==> src/rtl/div.sv <==
// ---------------------------------------------------------------------------
// div -- iterative 32-bit integer divider for the EX stage (M extension
// DIV / DIVU / REM / REMU). Restoring shift-subtract, one quotient bit per
// cycle on unsigned magnitudes. Signs are fixed up on the final step.
//
// Ports
//   clk         rising-edge clock
//   rst_n       synchronous active-low reset
//   start_i     EX stage holds a divide/remainder op
//   op_i        00 DIV, 01 DIVU, 10 REM, 11 REMU
//   dividend_i  rs1, sampled only when an op is accepted
//   divisor_i   rs2, sampled only when an op is accepted
//   annul_i     flush of the EX-stage instruction
//   hold_i      EX stage frozen by a downstream stall
//   result_o    quotient or remainder (0 outside DONE)
//   ready_o     result_o valid
//   stallreq_o  stall request to the pipeline controller
// ---------------------------------------------------------------------------
module div (
    input  logic        clk,
    input  logic        rst_n,
    input  logic        start_i,
    input  logic [1:0]  op_i,
    input  logic [31:0] dividend_i,
    input  logic [31:0] divisor_i,
    input  logic        annul_i,
    input  logic        hold_i,
    output logic [31:0] result_o,
    output logic        ready_o,
    output logic        stallreq_o
);

    typedef enum logic [1:0] {IDLE, CALC, DONE} state_t;

    state_t      state, state_nxt;
    logic [4:0]  cnt;
    logic [31:0] quo;        // dividend magnitude shifts out, quotient shifts in
    logic [31:0] dvs;        // divisor magnitude
    logic [32:0] rem;        // partial remainder
    logic        is_rem;
    logic        neg_q;
    logic        neg_r;
    logic [31:0] result;
    logic        ready;

    // ---- operand decode at start ----
    logic        op_signed;
    logic        div_zero;
    logic        ovf;
    logic [31:0] a_mag;
    logic [31:0] b_mag;
    logic [31:0] early_res;

    assign op_signed = ~op_i[0];
    assign div_zero  = (divisor_i == 32'd0);
    assign ovf       = op_signed && (dividend_i == 32'h8000_0000) &&
                       (divisor_i == 32'hFFFF_FFFF);
    assign a_mag     = (op_signed && dividend_i[31]) ? -dividend_i : dividend_i;
    assign b_mag     = (op_signed && divisor_i[31])  ? -divisor_i  : divisor_i;

    // Result for the ops that bypass iteration.
    always_comb begin
        early_res = 32'd0;
        if (div_zero)
            early_res = op_i[1] ? dividend_i : 32'hFFFF_FFFF;
        else
            early_res = op_i[1] ? 32'd0 : 32'h8000_0000;
    end

    // ---- one restoring step ----
    // rem < dvs always holds, so the shifted value fits in 33 bits; the
    // extra top bit of the 34-bit difference is the borrow.
    logic [33:0] rem_sh;
    logic [33:0] diff;
    logic        take;
    logic [32:0] rem_step;
    logic [31:0] quo_step;
    logic [31:0] q_fin;
    logic [31:0] r_fin;
    logic [31:0] res_fin;

    assign rem_sh   = {rem, quo[31]};
    assign diff     = rem_sh - {2'b00, dvs};
    assign take     = ~diff[33];
    assign rem_step = take ? diff[32:0] : rem_sh[32:0];
    assign quo_step = {quo[30:0], take};
    assign q_fin    = neg_q ? -quo_step : quo_step;
    assign r_fin    = neg_r ? -rem_step[31:0] : rem_step[31:0];
    assign res_fin  = is_rem ? r_fin : q_fin;

    // ---- FSM ----
    always_ff @(posedge clk) begin
        if (!rst_n) state <= IDLE;
        else        state <= state_nxt;
    end

    always_comb begin
        state_nxt  = state;
        stallreq_o = 1'b0;
        case (state)
            IDLE: begin
                if (start_i) begin
                    stallreq_o = 1'b1;
                    state_nxt  = (div_zero || ovf) ? DONE : CALC;
                end
            end
            CALC: begin
                stallreq_o = 1'b1;
                if (cnt == 5'd31) state_nxt = DONE;
            end
            DONE: begin
                if (!hold_i) state_nxt = IDLE;
            end
            default: state_nxt = IDLE;
        endcase
        // Flush overrides everything below reset.
        if (annul_i) begin
            state_nxt  = IDLE;
            stallreq_o = 1'b0;
        end
        if (!rst_n) stallreq_o = 1'b0;
    end

    // ---- datapath ----
    always_ff @(posedge clk) begin
        if (!rst_n) begin
            cnt    <= 5'd0;
            quo    <= 32'd0;
            dvs    <= 32'd0;
            rem    <= 33'd0;
            is_rem <= 1'b0;
            neg_q  <= 1'b0;
            neg_r  <= 1'b0;
            result <= 32'd0;
            ready  <= 1'b0;
        end else begin
            ready <= (state_nxt == DONE);

            if (state == IDLE && state_nxt == CALC) begin
                quo    <= a_mag;
                dvs    <= b_mag;
                rem    <= 33'd0;
                cnt    <= 5'd0;
                is_rem <= op_i[1];
                neg_q  <= op_signed && (dividend_i[31] ^ divisor_i[31]);
                neg_r  <= op_signed && dividend_i[31];
            end else if (state == CALC) begin
                quo <= quo_step;
                rem <= rem_step;
                cnt <= cnt + 5'd1;
            end

            // result_o is 0 except in DONE; held unchanged while DONE persists.
            if (state_nxt != DONE)
                result <= 32'd0;
            else if (state == IDLE)
                result <= early_res;
            else if (state == CALC)
                result <= res_fin;
        end
    end

    assign result_o = result;
    assign ready_o  = ready;

endmodule

==> config.mk <==
export PLATFORM = sky130hd
export DESIGN_NAME = div
export DESIGN_NICKNAME = d
export VERILOG_FILES = /design/src/rtl/div.sv
export SDC_FILE = /design/constraint.sdc
export NUM_CORES = 1
export LEC_CHECK = 0
export CELL_PAD_IN_SITES_DETAIL_PLACEMENT = 1
export CELL_PAD_IN_SITES_GLOBAL_PLACEMENT = 2
export CORE_UTILIZATION = 34
export DETAILED_ROUTE_END_ITERATION = 6
export PLACE_DENSITY_LB_ADDON = 0.12
export SLEW_MARGIN = 20
export SYNTH_ARGS = -nofsm -noshare
export SYNTH_HDL_FRONTEND = slang
export SYNTH_SLANG_ARGS = --single-unit
==> constraint.sdc <==
create_clock -name clk -period 5.05 [get_ports clk]
set_input_delay 1.01 -clock clk [delete_from_list [all_inputs] [get_ports clk]]
set_output_delay 1.01 -clock clk [all_outputs]
set_load 0.01 [all_outputs]
== After elaboration in Yosys (flattened, before gate mapping) ==
Index checks and enable logic that the tools add are counted.
Widths: inputs -> output; s select.

* Register bits: 140

* Add/sub/neg operators: 6
* Equality and inequality tests: 8
* Mux-type cells: 23
* Bitwise operators: 4
* Reductions and logical operators: 13

{| class="wikitable"
|+ Operator list
! cell !! count
|-
| $mux 32 || 12
|-
| $neg 32->32 || 4
|-
| $eq 32x32->1 const B || 2
|-
| $sub 34x32->34 || 1
|-
| $mux 33 || 1
|-
| $logic_not 32->1 || 1
|-
| $mux 2 || 5
|-
| $logic_and 1x1->1 || 6
|-
| $pmux 2 s3 || 1
|-
| $add 5x1->5 const B || 1
|-
| $eq 5x5->1 const B || 1
|-
| $eq 2x1->1 const B || 2
|-
| $eq 2x2->1 const B || 2
|-
| $reduce_bool 2->1 || 2
|-
| $reduce_or 2->1 || 2
|-
| $mux 1 || 3
|-
| $not 1->1 || 3
|-
| $logic_not 2->1 || 1
|-
| $ne 2x2->1 const B || 1
|-
| $pmux 1 s2 || 1
|-
| $logic_or 1x1->1 || 1
|-
| $xor 1x1->1 || 1
|}

== Longest topological paths before layout ==
* Depth after elaboration: 11
* Depth in mapped cells: 25
* Depth with buffers taken out: 21

== Least setup slack after synthesis ==
No wires, ideal clock.

* Path type: register to register
* Start: register dvs[20]
* End: register result[26], in the netlist result_o[26]
* Setup time: 0.074 ns
* Arrival: 4.460 ns
* Data required time: 4.976 ns
* Path slack: 0.516 ns
* Stages on the path, launching flop included: 23
* Buffers on the path: 4
* Path through: dfxtp_1 inv_1 ha_1 buf_6 a21oi_4 o21ai_2 a2111oi_4 o31ai_2 o21a_2 nor2_4 buf_2 buf_2 buf_12 mux2i_1 ha_1 inv_1 nor2_1 nor4b_2 mux2i_2 o21ai_1 nand4_1 or3_1 a31oi_1

* Longest elaborated chain between the ends: 7

{| class="wikitable"
|+ RTL lines
! what !! line !! text
|-
| from (decl) || 38 || <nowiki>logic [31:0] dvs;</nowiki>
|-
| from (signal assigned) || 141 || <nowiki>dvs <= b_mag;</nowiki>
|-
| $sub 34x32->34 (*) || 83 || <nowiki>assign diff = rem_sh - {2'b00, dvs};</nowiki>
|-
| $mux 33 / $not 1->1 (equally long branches) || 85, 84 ||
|-
| $neg 32->32, on equally long branches || 88, 87 ||
|-
| $mux 32, on equally long branches || 88, 87 ||
|-
| $mux 32 (*) || 89 || <nowiki>assign res_fin = is_rem ? r_fin : q_fin;</nowiki>
|-
| $mux 32 (*) || 158 || <nowiki>else if (state == CALC)</nowiki>
|-
| $mux 32 (*) || 156 || <nowiki>else if (state == IDLE)</nowiki>
|-
| to (signal assigned) || 157 || <nowiki>result <= early_res;</nowiki>
|-
| to (signal assigned) || 159 || <nowiki>result <= res_fin;</nowiki>
|-
| to (decl) || 43 || <nowiki>logic [31:0] result;</nowiki>
|}

Every way passes the cells marked *; elsewhere a longest branch is shown, timed or not. The select of a mux whose other input is x is not followed.
A chain may end at the register's enable or synchronous reset.

== Worst setup path in the final report ==
* Start: register quo[31]
* End: register result[27], in the netlist result_o[27]

* Longest elaborated chain between the ends: 7

{| class="wikitable"
|+ RTL lines
! what !! line !! text
|-
| from (decl) || 37 || <nowiki>logic [31:0] quo;</nowiki>
|-
| from (signal assigned) || 140 || <nowiki>quo <= a_mag;</nowiki>
|-
| from (signal assigned) || 148 || <nowiki>quo <= quo_step;</nowiki>
|-
| $sub 34x32->34 || 83 ||
|-
| $mux 33 / $not 1->1 (equally long branches) || 85, 84 ||
|-
| $neg 32->32, on equally long branches || 88, 87 ||
|-
| $mux 32, on equally long branches || 88, 87 ||
|-
| $mux 32 (*) || 89 ||
|-
| $mux 32 (*) || 158 ||
|-
| $mux 32 (*) || 156 ||
|}

Marked as above.

==> flow_metrics.tcl <==
set metrics [dict create \
    worstPathBufferInverterCount 2 \
    drt-total-wl_mm 45.51 \
    rr_worst_depth 14 \
    async_flop_share_pct 0 \
    cp_max_fo 4 \
    final_max_slew_viol_count 0 \
    nets 1752 \
    synthDistinctLibCells 97 \
    ys.warnings.count 0 \
    dr.pass1.iters 5 \
    vias_per_cell 5.751 \
    worst_slew_pin_slew_ns 1.026 \
    drive_gt1_share_pct 7.255 \
    p_per_area_nw_per_um2 326.9 \
    start_util_pct 34.70 \
    synth_nets 1692 \
    hold_slack_ns 0.4672 \
    fin_crit_ns 4.595 \
    max_freq_mhz 217.6 \
    synth_seq_cells 140 \
    h-tree-depth 4 \
    vias 12090 \
    die_width_um 187.2 \
    r2r_setup_slack_ns 0.45 \
    io-pin-count 105 \
    clock_latency_ns 0.45 \
    status "completed" \
    yosysSeqAreaShare_pct 24.03 \
    synth_ff_type "dfxtp_1" \
    cts_tree "yes" \
    clock_path_buffers 2 \
    numCtsBuffers 17 \
    place_congestion 0.8460 \
    crit_top_cell "inv_1" \
    drt-met1-wl_mm 21.82 \
    path_cells "inv_1, ha_1, inv_1, fa_1, a211oi_2, o21a_1, o311ai_1, o2111ai_1, or4b_1, o31a_1, nor3_1, nand2_1, o311a_1, o32ai_1" \
    antenna_left 0 \
    cp_num_cells 14 \
    drc_errors 0 \
    final_common_cell "nand2_1" \
    crit_end "result_o[27]" \
    wl_per_cell_um 21.65 \
    crit_family "compound AO/OA/AOI/OAI gates" \
    maxSlewHeadroom_pct 31.55 \
    grt_max_degree 82 \
    cts_hold_buffers 0 \
    start_kind "flip-flop" \
    clk_pin_slew_worst_paths_ns 0.07 \
    root_buffer "clkbuf_16" \
    worst-endpoint-arrival_ns 4.94 \
    dp.final_hpwl_mm 34.74 \
    critPathRequiredTime_ns 5.39 \
    rsz0062_at_grt "no" \
    setup_viol 0 \
    fin_crit_sh_pct 91.00 \
    track_usage_pct 26.24 \
    n_fill_cell 4092 \
    hold_viol 0 \
    hp-class "reg2reg" \
    syn_inst 1581 \
    drv_cap 0 \
    wl_met3_mm 1.510 \
    cp_slowest_stage_delay_ns 0.61 \
    port_buffers 104 \
    drt_iter0_drc 682 \
    final_cell_mix "240 x nand2_1, 139 x dfxtp_1, 113 x nor2_1" \
    cts_setup_buffers 0 \
    antenna_found_initial 0 \
    crit_start "quo[31]" \
    p_leak_nw 5.274 \
    p_total_mw 4.499 \
    worst_setup_path_end_kind "flip-flop" \
    peakVddDrop_mv 0.2534 \
    yosysTopAreaCell "dfxtp_1" \
    syn_area_um2 11660 \
    die_area_um2 35050 \
    crit_type "reg2reg" \
    die_h_um 187.2 \
    yosysTopAreaCellShare_pct 24.03 \
    grt_pass1_vias 12090 \
    avgSynthCellArea_um2 7.378 \
    met2_length_mm 21.44 \
    area_growth_pct 17.99 \
    diodes 0 \
    grt_pass1_wl_mm 71.99 \
    overflow 0 \
    worstReg2RegStart "quo[31]" \
    core_um2 33620 \
    fin_setup_tns_ns 0 \
    numClockSinks 140 \
    synth_edf_count 0 \
    row_count 67 \
    reg2reg_to "result_o[27]" \
    critical-path-slowest-cell "or4b_1" \
    ctsResizeCount 0 \
    top_layer "met4" \
    synth_area_leaders "dfxtp_1 24%, nand2_1 7.7%, xnor2_1 5.0%, xor2_1 4.7%, ha_1 4.2%" \
    fin_skew_ns 0.01529 \
]
## report_power, final
part	switching [mW]	total (mW)	leakage [nW]	internal, mW
Combinational	1.15	1.80	3.81	0.654
Sequential	0.0816	1.24	1.14	1.16
Clock	0.537	1.45	0.321	0.917
Total	1.76	4.50	5.27	2.73
## cell usage after synthesis (32+ instances only)
master and number:
nand2_1 240, dfxtp_1 140, nor2_1 113, a21oi_1 85
o21ai_0 81, clkbuf_1 73, xnor2_1 67, xor2_1 62
inv_1 59, nand3_1 47, nor3_1 43, ha_1 39
o211a_1 36, and3_1 34, a31oi_1 32
## metrics by stage
| stage | setup WS [ns] | instance area [µm²] | utilization, % | std cells |
|---|---|---|---|---|
| 2_1_floorplan | 0.5157 | 11660 | - | 1581 |
| 3_3_place_gp | 0.5416 | 13100 | 38.97 | 2070 |
| 3_5_place_dp | 0.4740 | 13100 | 38.97 | 2070 |
| 4_1_cts | 0.4647 | 13760 | 40.94 | 2102 |
| 5_1_grt | 0.1441 | 13760 | 40.94 | 2102 |
| 6_report | 0.4547 | 13760 | 40.94 | 2102 |
## final cells by class
| class | count | area [µm²] | share of cell area (%) |
|---|---|---|---|
| repair buffers | 141 | 1339 | 9.727 |
| clock inverters | 10 | 185.2 | 1.345 |
| clock buffers | 22 | 474.2 | 3.445 |
| well taps | 448 | 560.5 | 4.073 |
| flip-flops and latches | 140 | 2804 | 20.37 |
| inverters | 62 | 235.2 | 1.709 |
| multi-input cells | 1279 | 8165 | 59.33 |
## worst register-to-register path: stages, from the launching register on
cell and delay, ns:
dfxtp_1 0.54, inv_1 0.10, ha_1 0.22, inv_1 0.07, fa_1 0.28, a211oi_2 0.15, o21a_1 0.22, o311ai_1 0.53
o2111ai_1 0.32, or4b_1 0.61, o31a_1 0.32, nor3_1 0.42, nand2_1 0.24, o311a_1 0.33, o32ai_1 0.14
## registers in the layout (all words and copies together) (netlist names)
register	flops
rem	33
dvs	32
quo	32
result_o	32
cnt	5
state	2
is_rem	1
neg_q	1
neg_r	1
ready_o	1
## layer usage
layer | GRT usage [%] | vias up
met5 | 0 | -
met4 | 6.810 | 0
met3 | 3.283 | 35
met2 | 43.67 | 226
met1 | 35.61 | 5961
li1 | - | 5866
## cells by family after synthesis
group	Yosys count	synth area share, %
flops	140	24.03
fa+ha+maj	40	4.355
mux	31	2.724
simple gates	624	25.81
xor+xnor	129	9.686
compound gates	455	27.21
buf+inv	162	6.189
## worst min-delay path by stage
stage	end	slack (ns)	start	depth (start not counted)
after CTS	cnt[4]	0.47	cnt[4]	2
after global placement	dvs[22]	0.44	dvs[22]	2
final	dvs[31]	0.47	dvs[31]	2
after global routing	dvs[22]	0.48	dvs[22]	2
after detailed placement	cnt[4]	0.46	cnt[4]	2
after floorplan	dvs[22]	0.43	dvs[22]	2
No activity file was read; power rests on OpenSTA's default activity.
